**config.mk**
```make
export PLATFORM = sky130hd
export DESIGN_NAME = subch_request_scheduler
export DESIGN_NICKNAME = d
export VERILOG_FILES = /design/src/rtl/subch_request_scheduler_pkg.sv /design/src/rtl/subch_request_scheduler_rr_arbiter.sv /design/src/rtl/subch_request_scheduler.sv
export SDC_FILE = /design/constraint.sdc
export NUM_CORES = 1
export LEC_CHECK = 0
export CAP_MARGIN = 0
export CORE_AREA = 2 2 165 167
export CTS_CLUSTER_DIAMETER = 30
export DETAILED_ROUTE_END_ITERATION = 8
export DIE_AREA = 0 0 167 169
export PLACE_DENSITY = 0.78
export SYNTH_ARGS = -nofsm -noshare
export SYNTH_HDL_FRONTEND = slang
export SYNTH_SLANG_ARGS = --single-unit
```
**constraint.sdc**
```tcl
create_clock -name clk -period 4.1 [get_ports clk]
set_input_delay 0.615 -clock clk [delete_from_list [all_inputs] [get_ports clk]]
set_output_delay 0.615 -clock clk [all_outputs]
set_load 0.02 [all_outputs]
```
**src/rtl/subch_request_scheduler_pkg.sv**
```systemverilog
// Shared types for the subchannel request scheduler: FSM states, lane modes
// and an index-width helper that stays legal for single-entry vectors.
package subch_sched_pkg;

    typedef enum logic [1:0] {
        ST_IDLE   = 2'd0,
        ST_ACTIVE = 2'd1,
        ST_DRAIN  = 2'd2
    } sched_state_t;

    typedef enum logic {
        MODE_INDEP  = 1'b0,
        MODE_GANGED = 1'b1
    } mode_t;

    function automatic int idx_w(input int n);
        return (n > 1) ? $clog2(n) : 1;
    endfunction

endpackage

```
**src/rtl/subch_request_scheduler_rr_arbiter.sv**
```systemverilog
// Round-robin arbiter: picks the first asserted request at or after ptr,
// wrapping modulo N. Purely combinational; the caller owns the pointer.
module rr_arbiter
    import subch_sched_pkg::*;
#(
    parameter int N = 4,
    localparam int IW = idx_w(N)
) (
    input  logic [N-1:0]  req,
    input  logic [IW-1:0] ptr,
    output logic [N-1:0]  grant,
    output logic [IW-1:0] grant_idx,
    output logic          any_grant
);

    logic [IW:0] idx;

    always_comb begin
        grant     = '0;
        grant_idx = '0;
        any_grant = 1'b0;
        idx       = '0;
        for (int k = 0; k < N; k++) begin
            idx = {1'b0, ptr} + (IW+1)'(k);
            if (idx >= (IW+1)'(N)) begin
                idx = idx - (IW+1)'(N);
            end
            if (!any_grant && req[idx[IW-1:0]]) begin
                any_grant             = 1'b1;
                grant_idx             = idx[IW-1:0];
                grant[idx[IW-1:0]]    = 1'b1;
            end
        end
    end

endmodule

```
**src/rtl/subch_request_scheduler.sv**
```systemverilog
// Subchannel request scheduler: routes requester beats onto independent or
// ganged subchannels under per-subchannel credit flow control.
module subch_request_scheduler
    import subch_sched_pkg::*;
#(
    parameter int NUM_REQ          = 4,
    parameter int NUM_SUBCHANNELS  = 2,
    parameter int SUBCHANNEL_WIDTH = 40,
    parameter int DATA_WIDTH       = 80,
    parameter int CREDIT_MAX       = 8,
    localparam int SW = idx_w(NUM_SUBCHANNELS),
    localparam int RW = idx_w(NUM_REQ),
    localparam int CW = $clog2(CREDIT_MAX + 1)
) (
    input  logic                                              clk,
    input  logic                                              rst,
    input  logic                                              cfg_ganged,
    input  logic [NUM_SUBCHANNELS-1:0]                        cfg_subchannel_en,
    input  logic [NUM_REQ-1:0]                                req_valid,
    input  logic [NUM_REQ-1:0][DATA_WIDTH-1:0]                req_data,
    input  logic [NUM_REQ-1:0][SW-1:0]                        req_subch,
    output logic [NUM_REQ-1:0]                                req_ready,
    output logic [NUM_SUBCHANNELS-1:0]                        sc_valid,
    output logic [NUM_SUBCHANNELS-1:0][SUBCHANNEL_WIDTH-1:0]  sc_data,
    input  logic [NUM_SUBCHANNELS-1:0]                        sc_credit_return,
    output logic                                              busy,
    output logic                                              err_disabled_target,
    output logic                                              err_credit_overflow
);

    sched_state_t state_q, state_d;
    mode_t        mode_q, mode_d, cfg_mode;

    logic [NUM_SUBCHANNELS-1:0][CW-1:0]               credit_q, credit_d;
    logic [NUM_SUBCHANNELS-1:0][RW-1:0]               ptr_q, ptr_d;
    logic [RW-1:0]                                    gptr_q, gptr_d;
    logic [NUM_SUBCHANNELS-1:0]                       sc_valid_q, sc_valid_d;
    logic [NUM_SUBCHANNELS-1:0][SUBCHANNEL_WIDTH-1:0] sc_data_q, sc_data_d;
    logic                                             err_dis_q, err_dis_d;
    logic                                             err_ovf_q, err_ovf_d;

    logic                                             arb_en, gang_en, all_full;
    logic [NUM_SUBCHANNELS-1:0]                       cred_ok;
    logic [NUM_REQ-1:0]                               tgt_en, drop;
    logic [NUM_SUBCHANNELS-1:0][NUM_REQ-1:0]          sub_req, sub_gnt;
    logic [NUM_SUBCHANNELS-1:0][RW-1:0]               sub_idx;
    logic [NUM_SUBCHANNELS-1:0]                       sub_any;
    logic [NUM_REQ-1:0]                               gang_req, gang_gnt;
    logic [RW-1:0]                                    gang_idx;
    logic                                             gang_any;

    function automatic logic [RW-1:0] rr_next(input logic [RW-1:0] i);
        return (i == RW'(NUM_REQ - 1)) ? '0 : i + 1'b1;
    endfunction

    assign cfg_mode = cfg_ganged ? MODE_GANGED : MODE_INDEP;
    // A pending mode change blocks grants immediately, even before DRAIN is entered.
    assign arb_en   = !rst && (state_q == ST_ACTIVE) && (cfg_mode == mode_q);
    assign gang_en  = cfg_subchannel_en[0] && cfg_subchannel_en[1];

    always_comb begin
        cred_ok  = '0;
        all_full = 1'b1;
        for (int s = 0; s < NUM_SUBCHANNELS; s++) begin
            cred_ok[s] = (credit_q[s] != '0);
            if (credit_q[s] != CW'(CREDIT_MAX)) begin
                all_full = 1'b0;
            end
        end
    end

    always_comb begin
        tgt_en = '0;
        for (int i = 0; i < NUM_REQ; i++) begin
            tgt_en[i] = (int'(req_subch[i]) < NUM_SUBCHANNELS) && cfg_subchannel_en[req_subch[i]];
        end
    end

    always_comb begin
        sub_req = '0;
        for (int s = 0; s < NUM_SUBCHANNELS; s++) begin
            for (int i = 0; i < NUM_REQ; i++) begin
                sub_req[s][i] = arb_en && (mode_q == MODE_INDEP) && req_valid[i]
                                && (req_subch[i] == SW'(s)) && cfg_subchannel_en[s] && cred_ok[s];
            end
        end
    end

    assign gang_req = (arb_en && (mode_q == MODE_GANGED) && gang_en && cred_ok[0] && cred_ok[1])
                      ? req_valid : '0;

    for (genvar s = 0; s < NUM_SUBCHANNELS; s++) begin : g_sub
        rr_arbiter #(.N(NUM_REQ)) u_arb (
            .req       (sub_req[s]),
            .ptr       (ptr_q[s]),
            .grant     (sub_gnt[s]),
            .grant_idx (sub_idx[s]),
            .any_grant (sub_any[s])
        );
    end

    rr_arbiter #(.N(NUM_REQ)) u_gang_arb (
        .req       (gang_req),
        .ptr       (gptr_q),
        .grant     (gang_gnt),
        .grant_idx (gang_idx),
        .any_grant (gang_any)
    );

    // Grant/transfer path; disabled targets are acked and dropped without arbitration.
    always_comb begin
        req_ready  = '0;
        drop       = '0;
        sc_valid_d = '0;
        sc_data_d  = sc_data_q;
        ptr_d      = ptr_q;
        gptr_d     = gptr_q;
        if (arb_en) begin
            if (mode_q == MODE_GANGED) begin
                if (!gang_en) begin
                    req_ready = req_valid;
                    drop      = req_valid;
                end else if (gang_any) begin
                    req_ready       = gang_gnt;
                    sc_valid_d[1:0] = 2'b11;
                    sc_data_d[0]    = req_data[gang_idx][SUBCHANNEL_WIDTH-1:0];
                    sc_data_d[1]    = req_data[gang_idx][DATA_WIDTH-1:SUBCHANNEL_WIDTH];
                    gptr_d          = rr_next(gang_idx);
                end
            end else begin
                for (int i = 0; i < NUM_REQ; i++) begin
                    if (req_valid[i] && !tgt_en[i]) begin
                        req_ready[i] = 1'b1;
                        drop[i]      = 1'b1;
                    end
                end
                for (int s = 0; s < NUM_SUBCHANNELS; s++) begin
                    if (sub_any[s]) begin
                        req_ready     = req_ready | sub_gnt[s];
                        sc_valid_d[s] = 1'b1;
                        sc_data_d[s]  = req_data[sub_idx[s]][SUBCHANNEL_WIDTH-1:0];
                        ptr_d[s]      = rr_next(sub_idx[s]);
                    end
                end
            end
        end
    end

    always_comb begin
        credit_d  = credit_q;
        err_ovf_d = err_ovf_q;
        err_dis_d = err_dis_q | (|drop);
        for (int s = 0; s < NUM_SUBCHANNELS; s++) begin
            case ({sc_valid_d[s], sc_credit_return[s]})
                2'b10: credit_d[s] = credit_q[s] - 1'b1;
                2'b01: begin
                    if (credit_q[s] == CW'(CREDIT_MAX)) begin
                        err_ovf_d = 1'b1;
                    end else begin
                        credit_d[s] = credit_q[s] + 1'b1;
                    end
                end
                default: credit_d[s] = credit_q[s];
            endcase
        end
    end

    always_comb begin
        state_d = state_q;
        mode_d  = mode_q;
        case (state_q)
            ST_IDLE: begin
                if (|req_valid) state_d = ST_ACTIVE;
            end
            ST_ACTIVE: begin
                if (cfg_mode != mode_q)           state_d = ST_DRAIN;
                else if (!(|req_valid) && all_full) state_d = ST_IDLE;
            end
            ST_DRAIN: begin
                if (all_full) begin
                    state_d = ST_IDLE;
                    mode_d  = cfg_mode;
                end
            end
            default: state_d = ST_IDLE;
        endcase
    end

    always_ff @(posedge clk) begin
        if (rst) begin
            state_q    <= ST_IDLE;
            mode_q     <= cfg_mode;
            gptr_q     <= '0;
            sc_valid_q <= '0;
            sc_data_q  <= '0;
            err_dis_q  <= 1'b0;
            err_ovf_q  <= 1'b0;
            for (int s = 0; s < NUM_SUBCHANNELS; s++) begin
                credit_q[s] <= CW'(CREDIT_MAX);
                ptr_q[s]    <= '0;
            end
        end else begin
            state_q    <= state_d;
            mode_q     <= mode_d;
            credit_q   <= credit_d;
            ptr_q      <= ptr_d;
            gptr_q     <= gptr_d;
            sc_valid_q <= sc_valid_d;
            sc_data_q  <= sc_data_d;
            err_dis_q  <= err_dis_d;
            err_ovf_q  <= err_ovf_d;
        end
    end

    assign sc_valid            = sc_valid_q;
    assign sc_data             = sc_data_q;
    assign busy                = (state_q != ST_IDLE);
    assign err_disabled_target = err_dis_q;
    assign err_credit_overflow = err_ovf_q;

endmodule

```
# After elaboration in Yosys (flattened, before gate mapping)
# Cells that the tools add are included.
# op_classes
addsub	28
mul	0
div_mod_pow	0
order_cmp	43
n_eq_ne	22
shifts	0
muxes	167
bitwise	17
reduce_logical	98
# ops
operator	n
$bmux 80 s2	3
$mux 80	4
$mux 40	4
$mux 4	26
$mux 2	35
$mux 1	68
$logic_and 1x1->1	62
$lt 2x3->1 const B	15
$or 4x4->4	11
$ge 3x3->1 const B	9
$bmux 1 s2	12
$demux 1 s2	12
$ge 2x1->1 const B	12
$sub 2x1->2 const B	12
$add 2x2->3 const B	6
$pmux 4 s2	2
$logic_not 1->1	15
$reduce_bool 2->1	7
$eq 2x2->1 const B	6
$reduce_and 4->1	3
$add 2x1->3 const B	3
$ge 2x3->1 const B	3
$reduce_and 3->1	3
$add 4x1->4 const B	2
18 further kinds	40
# totals
reg_bits	101
latch_bits	0
ramBits	0
mem_bits_ro	0
inputBits	335
out_inout_bits	89
elab_cells	387
n_memories	0

# Longest topological paths before layout
# logic_depth
ltp_word	28
ltp_mapped	16
mapped_depth_nobuf	13

# Hierarchy
# A second synthesis with hierarchy kept.
# hier_totals
cells_unflattened	867
area_unflattened_um2	10466.3
# by_module_without_submodules
module	instances	cells_each	area_each_um2	seq_area_each_um2
subch_request_scheduler	1	732	9201.3	2031.9
rr_arbiter at g_sub[0].u_arb ...	2	45	422.9	0.0
rr_arbiter at u_gang_arb	1	45	419.2	0.0

# Least setup slack after synthesis
# No wires, ideal clock.
# synth_timing
path_kind	input-to-output
startpoint	in rst
endpoint	out req_ready[0]
arrival_time_ns	3.204
t_required_ns	3.485
slack_ns	0.281
path_stages	9
n_path_buf	3
cell_sequence	buf_2 or3b_1 clkbuf_1 nor4_2 buf_2 inv_1 nor4_1 a22oi_1 a221oi_1
# synth_via
elab_chain_len	28
word_cells_on_any_way	122
classes_between	57 x mux; 11 x bitwise; 54 x reduce/logical
# synth_lines
item	line	source
from (decl)	subch_request_scheduler.sv:16	input logic rst,
$logic_not 1->1 (*)	subch_request_scheduler.sv:58	assign arb_en = !rst && (state_q == ST_ACTIVE) && (cfg_mode == mode_q);
$logic_and 1x1->1 (*) (2 in series)	subch_request_scheduler.sv:58	
$logic_and 1x1->1 (2 in series)	subch_request_scheduler.sv:83	sub_req[s][i] = arb_en && (mode_q == MODE_INDEP) && req_valid[i]
$logic_and 1x1->1 (3 in series)	subch_request_scheduler.sv:84	&& (req_subch[i] == SW'(s)) && cfg_subchannel_en[s] && cred_ok[s];
$bmux 1 s2	subch_request_scheduler_rr_arbiter.sv:28	if (!any_grant && req[idx[IW-1:0]]) begin
$mux 1 (not written as such)	subch_request_scheduler_rr_arbiter.sv:28	
$mux 1	subch_request_scheduler_rr_arbiter.sv:28	
$logic_not 1->1	subch_request_scheduler_rr_arbiter.sv:28	
(+8 left out)	--	
$or 4x4->4	subch_request_scheduler.sv:139	req_ready = req_ready | sub_gnt[s];
$mux 4	subch_request_scheduler.sv:138	if (sub_any[s]) begin
$mux 4	subch_request_scheduler.sv:119	if (mode_q == MODE_GANGED) begin
$mux 4	subch_request_scheduler.sv:118	if (arb_en) begin
$or 4x4->4	subch_request_scheduler.sv:139	
$mux 4	subch_request_scheduler.sv:138	
$mux 4	subch_request_scheduler.sv:119	
$mux 4 (*)	subch_request_scheduler.sv:118	
to (decl)	subch_request_scheduler.sv:22	output logic [NUM_REQ-1:0] req_ready,
# Mark *: on every way between the ends. The rest lies on a longest branch, timed or not. The select of a mux whose other input is x is not followed.

# Final worst setup path
# layout_timing
startpoint	reg credit_q[0] (netlist bit)
endpoint	out req_ready[1]
# layout_via
elab_chain_len	22
word_cells_on_any_way	68
classes_between	41 x mux; 8 x bitwise; 19 x reduce/logical
# layout_lines
item	line	source
from (decl)	subch_request_scheduler.sv:34	logic [NUM_SUBCHANNELS-1:0][CW-1:0] credit_q, credit_d;
from (signal, indexed assignment)	subch_request_scheduler.sv:199	credit_q[s] <= CW'(CREDIT_MAX);
from (signal assigned)	subch_request_scheduler.sv:205	credit_q <= credit_d;
$reduce_bool 4->1 (*)	subch_request_scheduler.sv:65	cred_ok[s] = (credit_q[s] != '0);
$logic_and 1x1->1	subch_request_scheduler.sv:84	
$bmux 1 s2	subch_request_scheduler_rr_arbiter.sv:28	
$mux 1 (not written as such)	subch_request_scheduler_rr_arbiter.sv:28	
$mux 1	subch_request_scheduler_rr_arbiter.sv:28	
$logic_not 1->1	subch_request_scheduler_rr_arbiter.sv:28	
$logic_and 1x1->1	subch_request_scheduler_rr_arbiter.sv:28	
$mux 1	subch_request_scheduler_rr_arbiter.sv:28	
(+6 left out)	--	
$or 4x4->4	subch_request_scheduler.sv:139	
$mux 4	subch_request_scheduler.sv:138	
$mux 4	subch_request_scheduler.sv:119	
$mux 4	subch_request_scheduler.sv:118	
$or 4x4->4	subch_request_scheduler.sv:139	
$mux 4	subch_request_scheduler.sv:138	
$mux 4 (*)	subch_request_scheduler.sv:119	
$mux 4 (*)	subch_request_scheduler.sv:118	
# Marked as above.

==> results.txt <==
----------------------------------------------------
[Cells and area]
  Final cell count without fillers ... about 2,200
  Core occupancy in the finished layout ... a little under two thirds
  Fraction of final layout cells sized beyond drive strength 1 ... between 10% and 20%
  Area overhead of the layout relative to synthesis ... 48.4%
  Antenna fix cells ... 0
  Nets ... 2,166

[Place]
  Worst slack, placed ... -284 ps
  Port buffer count ... around 420
  Post-placement cell count ... roughly 2,100
  Half-perimeter wire length after detailed placement ... approximately 37,000 um
  Final RePlAce weighted congestion ... about 0.93

[Timing]
  Worst Hold Slack ... between 400 and 500 ps
  Period utilization ... a little over nine tenths
  Normalized max-slew margin ... 17.4%
  Number of pins exceeding their max-slew limit in the final report ... 0
  Tightest Pin Transition ... ~1200 ps
  Unrepaired setup endpoints after global routing ... false
  Highest clock frequency the design can meet ... approximately 0.25 GHz
  Worst setup margin ... between 100 and 150 ps
  Number of failing hold endpoints at the final stage ... 0
  Number of setup violations in the final report ... 0
  Post-layout min period ... 3980 ps
  Clk_skew ... around 25 ps
  Setup tns final ... 0 ps

[Drt]
  DRT iter0 DRCs ... between 1,500 and 2,000
  Post-Route WL ... approximately 52,000 um
  Vias per std cell ... roughly 6.5
  Via Count ... about 14,000
  Drt first pass iters ... 6
  Total DRC errors in the routed layout ... 0
  Wire per inst ... 24.1 um
  Post-detailed-route count of antenna-violating nets ... 0

[Global routing]
  Wire length of the first global-routing pass ... around 77,000 um
  Number of antenna violations at the first check in global routing ... 1
  Largest net degree at the start of global routing ... about 80
  Total global routing track utilization ... 34.6%
  Total congestion overflow ... 0
  Vias in the first global route ... 13,300

[Worst setup path]
  Critical Path Source Type ... flop
  Data required, critical path ... roughly 3500 ps
  Arrival time at the worst endpoint ... around 3400 ps
  CP endpoint kind ... output pin
  Highest fanout seen on the critical path ... 5
  Crit Reg-Reg Startpoint ... credit_q[0]$_SDFFE_PP0P_
  Setup slack, reg-to-reg ... 370 ps
  Worst Reg-to-Reg Cells ... 14
  Max incr delay on CP ... 1000 ps
  Type of the worst setup path ... reg -> out
  Worst r2r dst ... credit_q[3]$_SDFFE_PP1P_
  Slowest library cell on the worst path ... nor4_1
  Most frequent cell on the critical path ... nor4_1
  Crit path cell chain ... nor4_1 > nor4_1 > o211a_1 > a221o_1 > a221oi_1 > a221oi_2 > dlygate4sd2_1

[Logic synthesis]
  Number of distinct library cells after synthesis ... 74
  Fraction of synthesis flops using an asynchronous set or reset pin ... 0%
  Mean cell area of the mapped netlist ... about 8 sq um
  Net count after synthesis ... about 1,800
  Leading cell types by count after synthesis ... mux2i_1 (171), a21oi_1 (124), clkbuf_1 (118), dfxtp_1 (100), o21bai_1 (81)
  Number of synthesis warnings ... 0
  Library cell with the highest instance count after synthesis ... mux2i_1
  Most area-hungry cell type in the Yosys netlist ... dfxtp_1
  Synthesized flop and latch total ... a little over 100
  Sequential fraction of the synthesis area ... ~18%
  Number of enable-type register cells in the synthesized netlist ... 1
  Most used flip-flop cell after synthesis ... dfxtp_1
  Largest cells by area after synthesis ... dfxtp_1 (18%), mux2i_1 (15%), mux2_2 (7.7%), a21oi_1 (5.5%), o21bai_1 (5.4%)
  Post-Synthesis Cell Area ... 11,300 sq um
  Post-synth top area share ... 17.7%
  Synthesized instance count ... approximately 1,400

[CTS]
  Hold buffers post-CTS ... 0
  Number of buffers added for setup after CTS ... 0
  Clock transition at the register clock pins on the worst setup and hold paths after CTS ... 80 ps
  Clock sink count ... 101
  TritonCTS clock tree ... done
  CTS buffer count ... 9
  Clk_lat worst skew ... approximately 370 ps
  Cell at the root of the clock tree ... clkbuf_16
  CTS H-Tree Depth ... 3
  Post-cts sizing count ... 5
  Max Buffers Root-to-Sink ... 2

[Die]
  DIE WIDTH ... between 150 and 200 um
  Starting Density ... 42.8%
  Vert. Die Dim ... 169 um
  Floorplan die area ... 28,200 sq um
  Ports ... 424
  Number of standard-cell rows in the floorplan ... 60
  Core area ... about 27,000 sq um

[Pwr]
  Total power divided by cell area ... between 200 and 250 nW/um^2
  Leak ... approximately 6.8 nW
  Peak supply drop ... around 0.00017 V

[Run]
  MaxCap Viol Count ... 0

[Min path]
  Hold_sp ... err_disabled_target$_SDFF_PP0_
  Number of cells on the worst hold path ... 2
  Hold-critical path endpoint ... err_disabled_target$_SDFF_PP0_
  Hold crit path type ... reg -> reg

[Status]
  Status ... finished, final reports clean

----------------------------------------------------
-- power breakdown --
part | internal [mW] | switching (mW) | total, mW
Combinational | 0.756 | 0.704 | 1.46
Sequential | 1.05 | 0.0570 | 1.10
Clock | 0.476 | 0.451 | 0.927
-- worst max path at each step --
stage | slack (ps) | end | depth (start not counted) | start
after global placement | -300 | req_ready[1] | 10 | cfg_subchannel_en[0]
after global routing | 10 | req_ready[1] | 7 | credit_q[0]$_SDFFE_PP0P_
after detailed placement | -280 | req_ready[1] | 10 | req_valid[3]
after floorplan | 280 | req_ready[0] | 9 | rst
final | 120 | req_ready[1] | 7 | credit_q[0]$_SDFFE_PP0P_
after CTS | 30 | req_ready[1] | 10 | cfg_subchannel_en[0]
-- critical path, delay by kind of cell, from the launching register on --
| kind | cells | cell delay (ps) |
|---|---|---|
| buffers and inverters | 1 | 340 |
| AOI/OAI and AO/OA | 4 | 1030 |
| and+or+nand+nor | 2 | 1250 |
| DFF | 1 | 370 |
-- metrics by stage --
| stage | cell area [sq um] | power (mW) |
|---|---|---|
| finish | 16800 | 3.49 |
| global route | 16800 | 3.64 |
| CTS | 16800 | 3.48 |
| detailed placement | 16500 | 2.56 |
| global placement | 16500 | 2.53 |
| floorplan | 11300 | 1.83 |
-- cells in the final DEF (no fill, tap or decap), types with 26 or more instances in the layout --
cell type,count
a2111oi_0,41
a211o_1,40
a211oi_1,26
a21oi_1,124
a31oi_1,61
buf_4,104
clkdlybuf4s50_1,417
dfxtp_1,100
mux2_2,78
mux2i_1,171
nand2_1,69
nand3_1,76
nor2b_1,45
o21ai_0,47
o21bai_1,81
o22a_1,43
-- registers in the layout, indices dropped and copies added, names as in the netlist, named ones only --
register             cells
mode_q                   1
ptr_q                    2
sc_data                 80
err_disabled_target      1
state_q                  2
gptr_q                   1
credit_q                 8
err_credit_overflow      1
sc_valid                 2
-- routing by layer --
| layer | up-vias | wire length (um) | global-route usage, % | share of wire (%) |
|---|---|---|---|---|
| li1 | 6283 | - | - | - |
| met1 | 6786 | 20900 | 44.5 | 40 |
| met2 | 875 | 24200 | 57.1 | 47 |
| met3 | 126 | 4570 | 5.82 | 8.8 |
| met4 | 0 | 2140 | 14.8 | 4.1 |
| met5 | - | 0 | 0 | 0 |
-- layout make-up --
class | count | area, sq um
Tap cell | 341 | 427
Clock buffer | 12 | 268
Inverter | 12 | 45.0
Timing Repair Buffer | 542 | 5320
Fill cell | 2328 | 9680
Multi-Input combinational cell | 1143 | 8690
Sequential cell | 101 | 2030
Clock inverter | 4 | 36.3
-- kinds of logic after synthesis --
family / share of synthesized area, %
buffers and inverters: 6.59
DFF: 17.9
adders and majority gates: 2.56
muxes: 24.0
and+or+nand+nor: 13.9
AOI/OAI and AO/OA: 34.1
xor gates and xnor gates: 0.927
No activity file was read; power rests on OpenSTA's default activity.
